### config.mk
export PLATFORM = sky130hd
export DESIGN_NAME = can_bit_stuffer_flat
export DESIGN_NICKNAME = d
export VERILOG_FILES = /design/src/rtl/can_bit_stuffer_if.sv /design/src/rtl/can_bit_stuffer.sv /design/src/flat_wrapper.sv
export SDC_FILE = /design/constraint.sdc
export NUM_CORES = 1
export LEC_CHECK = 0
export ABC_CLOCK_PERIOD_IN_PS = 4850
export BUFFER_PORTS_ARGS = -buffer_cell sky130_fd_sc_hd__buf_2
export CORE_MARGIN = 2
export CORE_UTILIZATION = 50
export DETAILED_ROUTE_END_ITERATION = 16
export GPL_TIMING_DRIVEN = 0
export PLACE_DENSITY = 0.73
export SYNTH_ARGS = -nofsm -noshare
export SYNTH_HDL_FRONTEND = slang
export SYNTH_SLANG_ARGS = --single-unit
### constraint.sdc
create_clock -name clk -period 4.85 [get_ports clk]
set_input_delay 0.97 -clock clk [delete_from_list [all_inputs] [get_ports clk]]
set_output_delay 0.97 -clock clk [all_outputs]
set_load 0.02 [all_outputs]
### src/rtl/can_bit_stuffer_if.sv
// Unstuffed frame bit stream from the frame/CRC generator into the bit stuffer.
// The master drives the bit and its qualifiers; the stuffer returns in_ready.
interface can_bit_stuffer_if;
  logic in_bit;
  logic in_valid;
  logic in_stuff_en;
  logic in_last;
  logic in_ready;

  modport master (
    output in_bit,
    output in_valid,
    output in_stuff_en,
    output in_last,
    input  in_ready
  );

  modport slave (
    input  in_bit,
    input  in_valid,
    input  in_stuff_en,
    input  in_last,
    output in_ready
  );
endinterface

### src/rtl/can_bit_stuffer.sv
// CAN transmit bit stuffer: inserts a complementary bit after STUFF_LEN identical
// bits inside the stuffing region and drives the serial TX bit (recessive when idle).
module can_bit_stuffer #(
  parameter  int STUFF_LEN = 5,
  localparam int CNT_W     = $clog2(STUFF_LEN + 1)
) (
  input  logic                 clk,
  input  logic                 rst,
  input  logic                 bit_tick,
  can_bit_stuffer_if.slave     in_if,
  output logic                 tx_bit,
  output logic                 tx_active,
  output logic                 stuff_inserted,
  output logic                 frame_done,
  output logic                 err_underrun
);

  typedef enum logic [1:0] {IDLE, DATA, STUFF, TAIL} state_t;

  localparam logic [CNT_W-1:0] STUFF_CNT = CNT_W'(STUFF_LEN);
  localparam logic [CNT_W-1:0] ONE_CNT   = CNT_W'(1);

  state_t           state_q, state_d;
  logic [CNT_W-1:0] count_q, count_d;
  logic             last_bit_q, last_bit_d;
  logic             last_pending_q, last_pending_d;
  logic             tx_bit_q, tx_bit_d;
  logic             tx_active_q, tx_active_d;
  logic             stuff_inserted_q, stuff_inserted_d;
  logic             frame_done_q, frame_done_d;
  logic             err_underrun_q, err_underrun_d;
  logic             in_ready_w;
  logic             xfer;
  logic [CNT_W-1:0] run_next;

  assign in_ready_w     = bit_tick && (state_q == IDLE || state_q == DATA);
  assign in_if.in_ready = in_ready_w;
  assign xfer           = in_if.in_valid && in_ready_w;

  always_comb begin
    state_d          = state_q;
    count_d          = count_q;
    last_bit_d       = last_bit_q;
    last_pending_d   = last_pending_q;
    tx_bit_d         = tx_bit_q;
    tx_active_d      = tx_active_q;
    stuff_inserted_d = 1'b0;
    frame_done_d     = 1'b0;
    err_underrun_d   = 1'b0;
    run_next         = '0;

    if (xfer) begin
      // Bits outside the stuffing region break any run, so the count restarts at 0.
      if (!in_if.in_stuff_en)
        run_next = '0;
      else if (in_if.in_bit == last_bit_q && count_q != '0)
        run_next = count_q + ONE_CNT;
      else
        run_next = ONE_CNT;

      tx_bit_d    = in_if.in_bit;
      tx_active_d = 1'b1;
      count_d     = run_next;
      last_bit_d  = in_if.in_bit;

      if (run_next == STUFF_CNT) begin
        state_d        = STUFF;
        last_pending_d = in_if.in_last;
      end else if (in_if.in_last) begin
        state_d = TAIL;
      end else begin
        state_d = DATA;
      end
    end else if (bit_tick) begin
      case (state_q)
        DATA: begin
          err_underrun_d = 1'b1;
          tx_bit_d       = 1'b1;
          tx_active_d    = 1'b0;
          count_d        = '0;
          state_d        = IDLE;
        end
        STUFF: begin
          // The stuff bit itself opens the next run.
          tx_bit_d         = ~last_bit_q;
          stuff_inserted_d = 1'b1;
          count_d          = ONE_CNT;
          last_bit_d       = ~last_bit_q;
          state_d          = last_pending_q ? TAIL : DATA;
        end
        TAIL: begin
          tx_bit_d     = 1'b1;
          tx_active_d  = 1'b0;
          frame_done_d = 1'b1;
          count_d      = '0;
          last_bit_d   = 1'b1;
          state_d      = IDLE;
        end
        default: ;
      endcase
    end
  end

  always_ff @(posedge clk or negedge rst) begin
    if (!rst) begin
      state_q          <= IDLE;
      count_q          <= '0;
      last_bit_q       <= 1'b1;
      last_pending_q   <= 1'b0;
      tx_bit_q         <= 1'b1;
      tx_active_q      <= 1'b0;
      stuff_inserted_q <= 1'b0;
      frame_done_q     <= 1'b0;
      err_underrun_q   <= 1'b0;
    end else begin
      state_q          <= state_d;
      count_q          <= count_d;
      last_bit_q       <= last_bit_d;
      last_pending_q   <= last_pending_d;
      tx_bit_q         <= tx_bit_d;
      tx_active_q      <= tx_active_d;
      stuff_inserted_q <= stuff_inserted_d;
      frame_done_q     <= frame_done_d;
      err_underrun_q   <= err_underrun_d;
    end
  end

  assign tx_bit         = tx_bit_q;
  assign tx_active      = tx_active_q;
  assign stuff_inserted = stuff_inserted_q;
  assign frame_done     = frame_done_q;
  assign err_underrun   = err_underrun_q;

endmodule

### src/flat_wrapper.sv
// flat-port wrapper written by rule: the top's interface ports become plain ports
module can_bit_stuffer_flat 
#(
  parameter  int STUFF_LEN = 5,
  localparam int CNT_W     = $clog2(STUFF_LEN + 1)
)
  (clk, rst, bit_tick, tx_bit, tx_active, stuff_inserted, frame_done, err_underrun, in_if_in_bit, in_if_in_valid, in_if_in_stuff_en, in_if_in_last, in_if_in_ready);
  can_bit_stuffer_if in_if_i ();
  input  logic clk;
  input  logic rst;
  input  logic bit_tick;
  output logic tx_bit;
  output logic tx_active;
  output logic stuff_inserted;
  output logic frame_done;
  output logic err_underrun;
  input wire logic [$bits(in_if_i.in_bit)-1:0] in_if_in_bit;
  input wire logic [$bits(in_if_i.in_valid)-1:0] in_if_in_valid;
  input wire logic [$bits(in_if_i.in_stuff_en)-1:0] in_if_in_stuff_en;
  input wire logic [$bits(in_if_i.in_last)-1:0] in_if_in_last;
  output wire logic [$bits(in_if_i.in_ready)-1:0] in_if_in_ready;
  assign in_if_i.in_bit = in_if_in_bit;
  assign in_if_i.in_valid = in_if_in_valid;
  assign in_if_i.in_stuff_en = in_if_in_stuff_en;
  assign in_if_i.in_last = in_if_in_last;
  assign in_if_in_ready = in_if_i.in_ready;
  can_bit_stuffer #(.STUFF_LEN(STUFF_LEN)) u_core (.clk(clk), .rst(rst), .bit_tick(bit_tick), .in_if(in_if_i), .tx_bit(tx_bit), .tx_active(tx_active), .stuff_inserted(stuff_inserted), .frame_done(frame_done), .err_underrun(err_underrun));
endmodule
# Word-level counts from Yosys, hierarchy flattened
# Index checks and enable logic that the tools add are counted.
totals:
  word_cells: 61
  out_inout_bits: 6
  reg_bits: 12
  in_bits: 7
op_classes:
  n_eq_ne: 5
  reduce_logical: 15
  n_mux: 30
  addsub: 1
  bitwise_logic: 1
op_table:
  columns: ["op", "n"]
  rows:
  - ["$mux 1", 16]
  - ["$mux 3", 5]
  - ["$mux 2", 5]
  - ["$reduce_bool 3->1", 3]
  - ["$reduce_and 2->1", 4]
  - ["$pmux 3 s2", 1]
  - ["$eq 2x2->1 const B", 2]
  - ["$pmux 1 s2", 2]
  - ["$pmux 2 s2", 1]
  - ["$reduce_bool 2->1", 2]
  - ["$add 3x1->3 const B", 1]
  - ["$eq 3x3->1 const B", 1]
  - ["$logic_and 1x1->1", 3]
  - ["$eq 2x1->1 const B", 1]
  - ["$logic_not 2->1", 1]
  - ["$reduce_or 2->1", 1]
  - ["$eq 1x1->1", 1]
  - ["$logic_or 1x1->1", 1]
  - ["$not 1->1", 1]

# Longest topological paths before layout
# Gate-level depths: netlist (run 1).
depth:
  depth_word: 8
  depth_mapped: 6

# Worst setup path after synthesis (run 1)
# OpenSTA, ideal clock, no wires.
synth_timing:
  path_type: "input port to output port"
  from: "input port bit_tick"
  to: "output port in_if_in_ready"
  path_stages: 2
  slack_ns: 2.306
  n_path_buf: 1
  t_arrival_ns: 1.574
  required_time_ns: 3.880
  cell_sequence: "clkbuf_1 nor2b_1"
synth_via:
  elab_chain_cells: 1
synth_rtl:
  columns: ["element", "line", "source"]
  rows:
  - ["from (decl)", "flat_wrapper.sv:11", "input logic bit_tick;"]
  - ["$logic_and 1x1->1", "can_bit_stuffer.sv:36", "assign in_ready_w = bit_tick && (state_q == IDLE || state_q == DATA);"]
  - ["to (decl)", "flat_wrapper.sv:21", "output wire logic [$bits(in_if_i.in_ready)-1:0] in_if_in_ready;"]
# Every way passes these cells.

# Worst setup path in the final report (run 1)
# Same ends and word-level chain as after synthesis.

==> results of run 1 <==
-- metal layers --
| metal | vias to the layer above | routed length (µm) | global-route usage |
|---|---|---|---|
| met5 | - | 0 | 0 |
| met3 | 5 | 55 | 0.0500 |
| met1 | 239 | 504 | 0.209 |
| met2 | 11 | 505 | 0.218 |
| met4 | 0 | 36 | 0.150 |
| li1 | 262 | - | - |
-- power breakdown --
part | internal [W] | switching [W]
sequential | 0.000118 | 0.00000946
combinational | 0.0000339 | 0.0000477
clock | 0.0000457 | 0.0000341
total | 0.000198 | 0.0000912
-- how the worst min path moves through the flow --
| stage | end | startpoint | slack (ns) | cells after the start |
|---|---|---|---|---|
| detailed placement | u_core.tx_active | u_core.tx_active | 0.48 | 1 |
| CTS | u_core.tx_active | u_core.tx_active | 0.49 | 1 |
| global route | u_core.tx_active | u_core.tx_active | 0.51 | 1 |
| finish | u_core.tx_active | u_core.tx_active | 0.49 | 1 |
| floorplan | u_core.count_q[2] | u_core.count_q[2] | 0.48 | 2 |
| global placement | u_core.tx_active | u_core.tx_active | 0.46 | 1 |
-- placed cells by master (no fill, tap or decap), types with 2 or more instances in the layout --
master	synthesis	final
dfrtp_1	10	10
nor2b_1	4	4
nor2_1	6	6
clkbuf_4	0	3
ha_1	2	2
clkbuf_1	3	3
o21ai_0	2	2
inv_1	3	3
nand2b_1	2	2
dfstp_2	2	2
a21oi_1	4	4
nand2_1	7	7
buf_2	0	12
-- final cells by class --
class,instances,area (µm²),share of cell area
buffer,4,22.5,0.0290
clock buffer,4,36.3,0.0467
inverter,3,11.3,0.0145
multi-input combinational,47,325,0.419
sequential,12,303,0.390
tap,15,18.8,0.0242
timing repair buffer,12,60.1,0.0773
-- through the flow --
step | utilization | area, µm²
floorplan | - | 662
global placement | 0.584 | 741
detailed placement | 0.584 | 741
CTS | 0.612 | 777
global route | 0.612 | 777
finish | 0.612 | 777
-- cell families after synthesis --
family | after synthesis
and+or+nand+nor | 27
AOI/OAI and AO/OA | 16
DFF | 12
buffers and inverters | 7
adders and majority gates | 2
xor gates and xnor gates | 1
muxes | 1
-- flip-flops by register name, indices dropped and copies added, names as in the netlist --
signal                 count
u_core.count_q             3
u_core.err_underrun        1
u_core.frame_done          1
u_core.last_bit_q          1
u_core.last_pending_q      1
u_core.state_q             2
u_core.stuff_inserted      1
u_core.tx_active           1
u_core.tx_bit              1
==> impl_metrics.tcl, run 1 <==
set metrics [dict create \
    ioPinCount 13 \
    insertedDiodeCount 0 \
    r2r-end "u_core.last_pending_q" \
    synth_top_area_frac 0.378 \
    place_ws_ns 2.19 \
    whs_ns 0.485 \
    netlist_area_um2 662 \
    path_delay_family "buffers and inverters" \
    dp_hpwl_um 850 \
    finClkSkew_ns 0.00658 \
    worstPathRequired_ns 3.88 \
    synth_top_family_by_area "simple AND/OR/NAND/NOR gates" \
    worst_slack_ns 2.19 \
    synth_ff_type "dfrtp_1" \
    synthArstFlopShare 1.00 \
    drc_errors 0 \
    synth_area_leaders "dfrtp_1 (38%), dfstp_2 (7.9%), nand2_1 (4.0%)" \
    path_max_fanout 10 \
    yosysMostFrequentCell "dfrtp_1" \
    synth_xor_area_frac 0.0246 \
    drtPass1Iterations 4 \
    p_per_area_nw_per_um2 372 \
    worstSkewPairLatency_ns 0.28 \
    die_w_um 40.4 \
    finalMaxSlewViolations 0 \
    setup_viol 0 \
    grt_pass1_vias 388 \
    drive_above_1_share 0.317 \
    grt_setup_unrepaired "false" \
    antenna_left 0 \
    worstReg2RegStart "u_core.count_q[0]" \
    hold_viol_final 0 \
    synthCells 66 \
    root_buffer "clkbuf_4" \
    r2r_cells 6 \
    grt_start_max_net_pins 13 \
    start_kind "primary input" \
    fp-row-count 13 \
    final.fill_count 117 \
    crit_chain "buf_2 > clkbuf_1 > nor2b_1 > buf_2" \
    yosys.area.top_type "dfrtp_1" \
    muxShareOfSynthArea 0.0227 \
    slowest_delay_ns 0.29 \
    placed_cells 93 \
    synth_nets 75 \
    grt.overflow.total 0 \
    syn_avg_cell_area_um2 10.0 \
    cts-htree-levels 1 \
    wire_per_inst_um 11.4 \
    endpoint_kind "primary output" \
    synth_common_cells "dfrtp_1 (10), nand2_1 (7), nor2_1 (6)" \
    timing.fmax_mhz 375 \
    synth_edf_count 0 \
    clkSinkCount 12 \
    crit_path_frequent_cell "buf_2" \
    setup_tns_ns 0 \
    numCtsBuffers 3 \
    yosys.area_share.adder 0.0378 \
    vias_per_cell 5.33 \
    synth_warnings 0 \
    power_leakage_nw 0.392 \
    crit_cells 4 \
    synthSimpleGateAreaFrac 0.223 \
    hold_class "reg2reg" \
    ir_drop_v 0.000277 \
    worstMarginPinSlew_ns 0.590 \
    wl_um 1100 \
    io_buffers 12 \
    clk_pin_slew_ns 0.07 \
    cp_num_buf_inv 3 \
    grt_pass1_wl_um 1620 \
    cts_tree "done" \
    initial_utilization 0.522 \
    period_needed_ns 2.66 \
    p_total_w 0.000289 \
    slowest_stage "clkbuf_1" \
    ys_seq_area_frac 0.457 \
    finalCritPeriodShare 0.549 \
    holdBufCountCts 0 \
    place_congestion 0.726 \
    syn_to_final_growth_pct 17.4 \
    stdcell_count 97 \
    grtUsageTotal 0.165 \
    startpoint "bit_tick" \
    vias 517 \
    worstPathArrival_ns 1.69 \
    path_class "in2out" \
    ys_seq_elements 12 \
    cap_violations 0 \
    grt_antenna_before_repair 0 \
    post_cts_resized 0 \
    nets 92 \
    ctsLongestPathBuffers 2 \
    r2r_slack_ns 3.02 \
    status "completed" \
    slew_headroom 0.603 \
    synth_cell_types 32 \
    post_cts_buffers 0 \
    cp-endpoint "in_if_in_ready" \
    die_h_um 40.4 \
    synth-compound-area-share 0.183 \
    drt-initial-drc-count 18 \
    coreArea_um2 1270 \
    die-area_um2 1630 \
]
No activity file was read; power rests on OpenSTA's default activity.
==> inputs of run 2 (changes only) <==
- ABC_AREA: not set -> 1
- ABC_CLOCK_PERIOD_IN_PS: 4850 -> 2500
- CORE_AREA: not set -> 2 2 39 41
- CORE_MARGIN: 2 -> not set
- CORE_UTILIZATION: 50 -> not set
- DIE_AREA: not set -> 0 0 41 43
- PLACE_DENSITY: 0.73 -> 0.7
- clock period: 4.85 -> 2.5 ns (I/O delays scaled with it)
==> impl_metrics.tcl, run 2 <==
set metrics [dict create \
    io_buffers 12 \
    slew_headroom 0.810 \
    ir_drop_v 0.000368 \
    drc_errors 0 \
    grt.overflow.total 0 \
    grt_start_max_net_pins 13 \
    finClkSkew_ns 0.000899 \
    setup_viol 0 \
    synth_cell_types 23 \
    path_delay_family "flip-flops" \
    synth_warnings 0 \
    slowest_delay_ns 0.45 \
    place_area_um2 709 \
    drive_above_1_share 0.330 \
    ctsLongestPathBuffers 2 \
    cts_tree "done" \
    wl_um 1190 \
    grt_setup_unrepaired "false" \
    die_w_um 41 \
    synth_edf_count 0 \
    numCtsBuffers 3 \
    path_class "reg2out" \
    period_needed_ns 1.56 \
    clkSinkCount 12 \
    ys_seq_area_frac 0.481 \
    syn_to_final_growth_pct 18.5 \
    wire_per_inst_um 11.5 \
    power_leakage_nw 0.386 \
    die-area_um2 1760 \
    stdcell_count 104 \
    vias_per_cell 5.05 \
    status "completed" \
    slowest_stage "dfrtp_1" \
    p_per_area_nw_per_um2 908 \
    fp-row-count 14 \
    die_h_um 43 \
    drtPass1Iterations 4 \
    largestRegisters "u_core.count_q (3), u_core.state_q (2)" \
    yosysMostFrequentCell "nand2_1" \
    startpoint "u_core.state_q[1]" \
    endpoint_kind "primary output" \
    start_kind "flop" \
    synthCells 72 \
    yosys.area.top_type "dfrtp_1" \
    nets 98 \
    grt_pass1_vias 479 \
    timing.fmax_mhz 640 \
    finalMaxSlewViolations 0 \
    cap_violations 0 \
    crit_chain "nor2_4 > buf_2" \
    synthArstFlopShare 1.00 \
    hold_class "in2async" \
    dp_hpwl_um 899 \
    post_cts_resized 0 \
    worstPathArrival_ns 1.06 \
    max_flop_register "u_core.count_q" \
    root_buffer "clkbuf_4" \
    drt-initial-drc-count 28 \
    setup_tns_ns 0 \
    place_congestion 0.771 \
    finalCritPeriodShare 0.625 \
    worstReg2RegStart "u_core.count_q[0]" \
    grt_pass1_wl_um 2000 \
    syn_avg_cell_area_um2 8.74 \
    synth_common_cells "nand2_1 (15), dfrtp_1 (10), nor2_1 (8)" \
    placed_cells 100 \
    postLayoutCellArea_um2 746 \
    insertedDiodeCount 0 \
    netlist_area_um2 629 \
    antenna_left 0 \
    final_cell_mix "nand2_1 (15), buf_2 (12), dfrtp_1 (10)" \
    vias 525 \
    holdBufCountCts 0 \
    grt_antenna_before_repair 0 \
    final_common_cell "nand2_1" \
    synth_ff_type "dfrtp_1" \
    largest_reg_flops 3 \
    clk_pin_slew_ns 0.08 \
    worstPathRequired_ns 2.00 \
    hold_viol_final 0 \
    grtUsageTotal 0.165 \
    ys_seq_elements 12 \
    worstSkewPairLatency_ns 0.27 \
    path_max_fanout 5 \
    cp_num_buf_inv 1 \
    post_cts_buffers 0 \
    synth_nets 81 \
    synth_top_area_frac 0.398 \
    ioPinCount 13 \
    worstMarginPinSlew_ns 0.282 \
    synth_area_leaders "dfrtp_1 (40%), nand2_1 (8.9%), dfstp_2 (8.3%)" \
    coreArea_um2 1380 \
    initial_utilization 0.455 \
    cts-htree-levels 1 \
]
[run 2: cell count changes after synthesis, moves of 3 or more]
| cell | change |
|---|---|
| nand2_1 | +8 |
| clkbuf_1 | -3 |
| nand3_1 | +4 |
| a21oi_1 | -3 |
| inv_2 | +4 |
| nor2b_1 | -4 |
[run 2: path summary, 6_finish.rpt]
path | to | slack (ns) | depth (start not counted)
hold / removal | u_core.tx_active | 0.09 | 1
max in group asynchronous | u_core.last_bit_q | 2.14 | 1
setup / recovery | in_if_in_ready | 0.94 | 2
hold reg to reg | u_core.tx_active | 0.48 | 2
setup reg to reg | u_core.last_pending_q | 1.08 | 8
min in group clk | u_core.last_pending_q | 0.44 | 3
[run 2: where the power goes]
group | switching [W] | internal, W | leakage (nW) | total, W
combinational | 0.000148 | 0.0000821 | 0.214 | 0.000230
clock | 0.0000686 | 0.0000885 | 0.0210 | 0.000157
sequential | 0.0000386 | 0.000252 | 0.151 | 0.000290
[run 2: logic make-up after synthesis]
group | share of synthesized area
simple gates | 0.322
fa+ha+maj | 0.0398
flops | 0.481
buf+inv | 0.0636
compound gates | 0.0934
[run 2: worst reg2reg max path, stage by stage, from the launching register on]
cell      delay (ns)
dfrtp_1         0.41
inv_1           0.06
ha_1            0.19
nand2_1         0.08
nand2_1         0.06
nor2_2          0.14
nand3b_2        0.13
o21ai_0         0.18
nand2_1         0.07
[run 2: layout make-up]
| class | count | area [µm²] |
|---|---|---|
| Clock buffer | 4 | 36.3 |
| Multi-Input combinational cell | 50 | 287 |
| Timing Repair Buffer | 12 | 60.1 |
| Sequential cell | 12 | 303 |
| Fill cell | 124 | 638 |
| Tap cell | 16 | 20.0 |
| Inverter | 10 | 40.0 |
[run 2: metrics by stage]
stage	hold WS, ns	total power [W]	util	setup WS, ns
final	0.0888	0.000677	0.539	0.937
after global routing	0.101	0.000731	0.539	0.890
after CTS	0.100	0.000682	0.539	0.936
after detailed placement	0.397	0.000524	0.513	1.03
after global placement	0.392	0.000519	0.513	1.03
after floorplan	0.204	0.000459	-	1.21
[run 2: metal layers]
| metal | share of wire | wire length (µm) | track usage | vias to the layer above |
|---|---|---|---|---|
| met5 | 0 | 0 | 0 | - |
| met4 | 0.0076 | 9 | 0.0600 | 0 |
| met3 | 0.052 | 62 | 0.0471 | 2 |
| met2 | 0.47 | 563 | 0.241 | 14 |
| met1 | 0.47 | 555 | 0.227 | 239 |
| li1 | - | - | - | 270 |
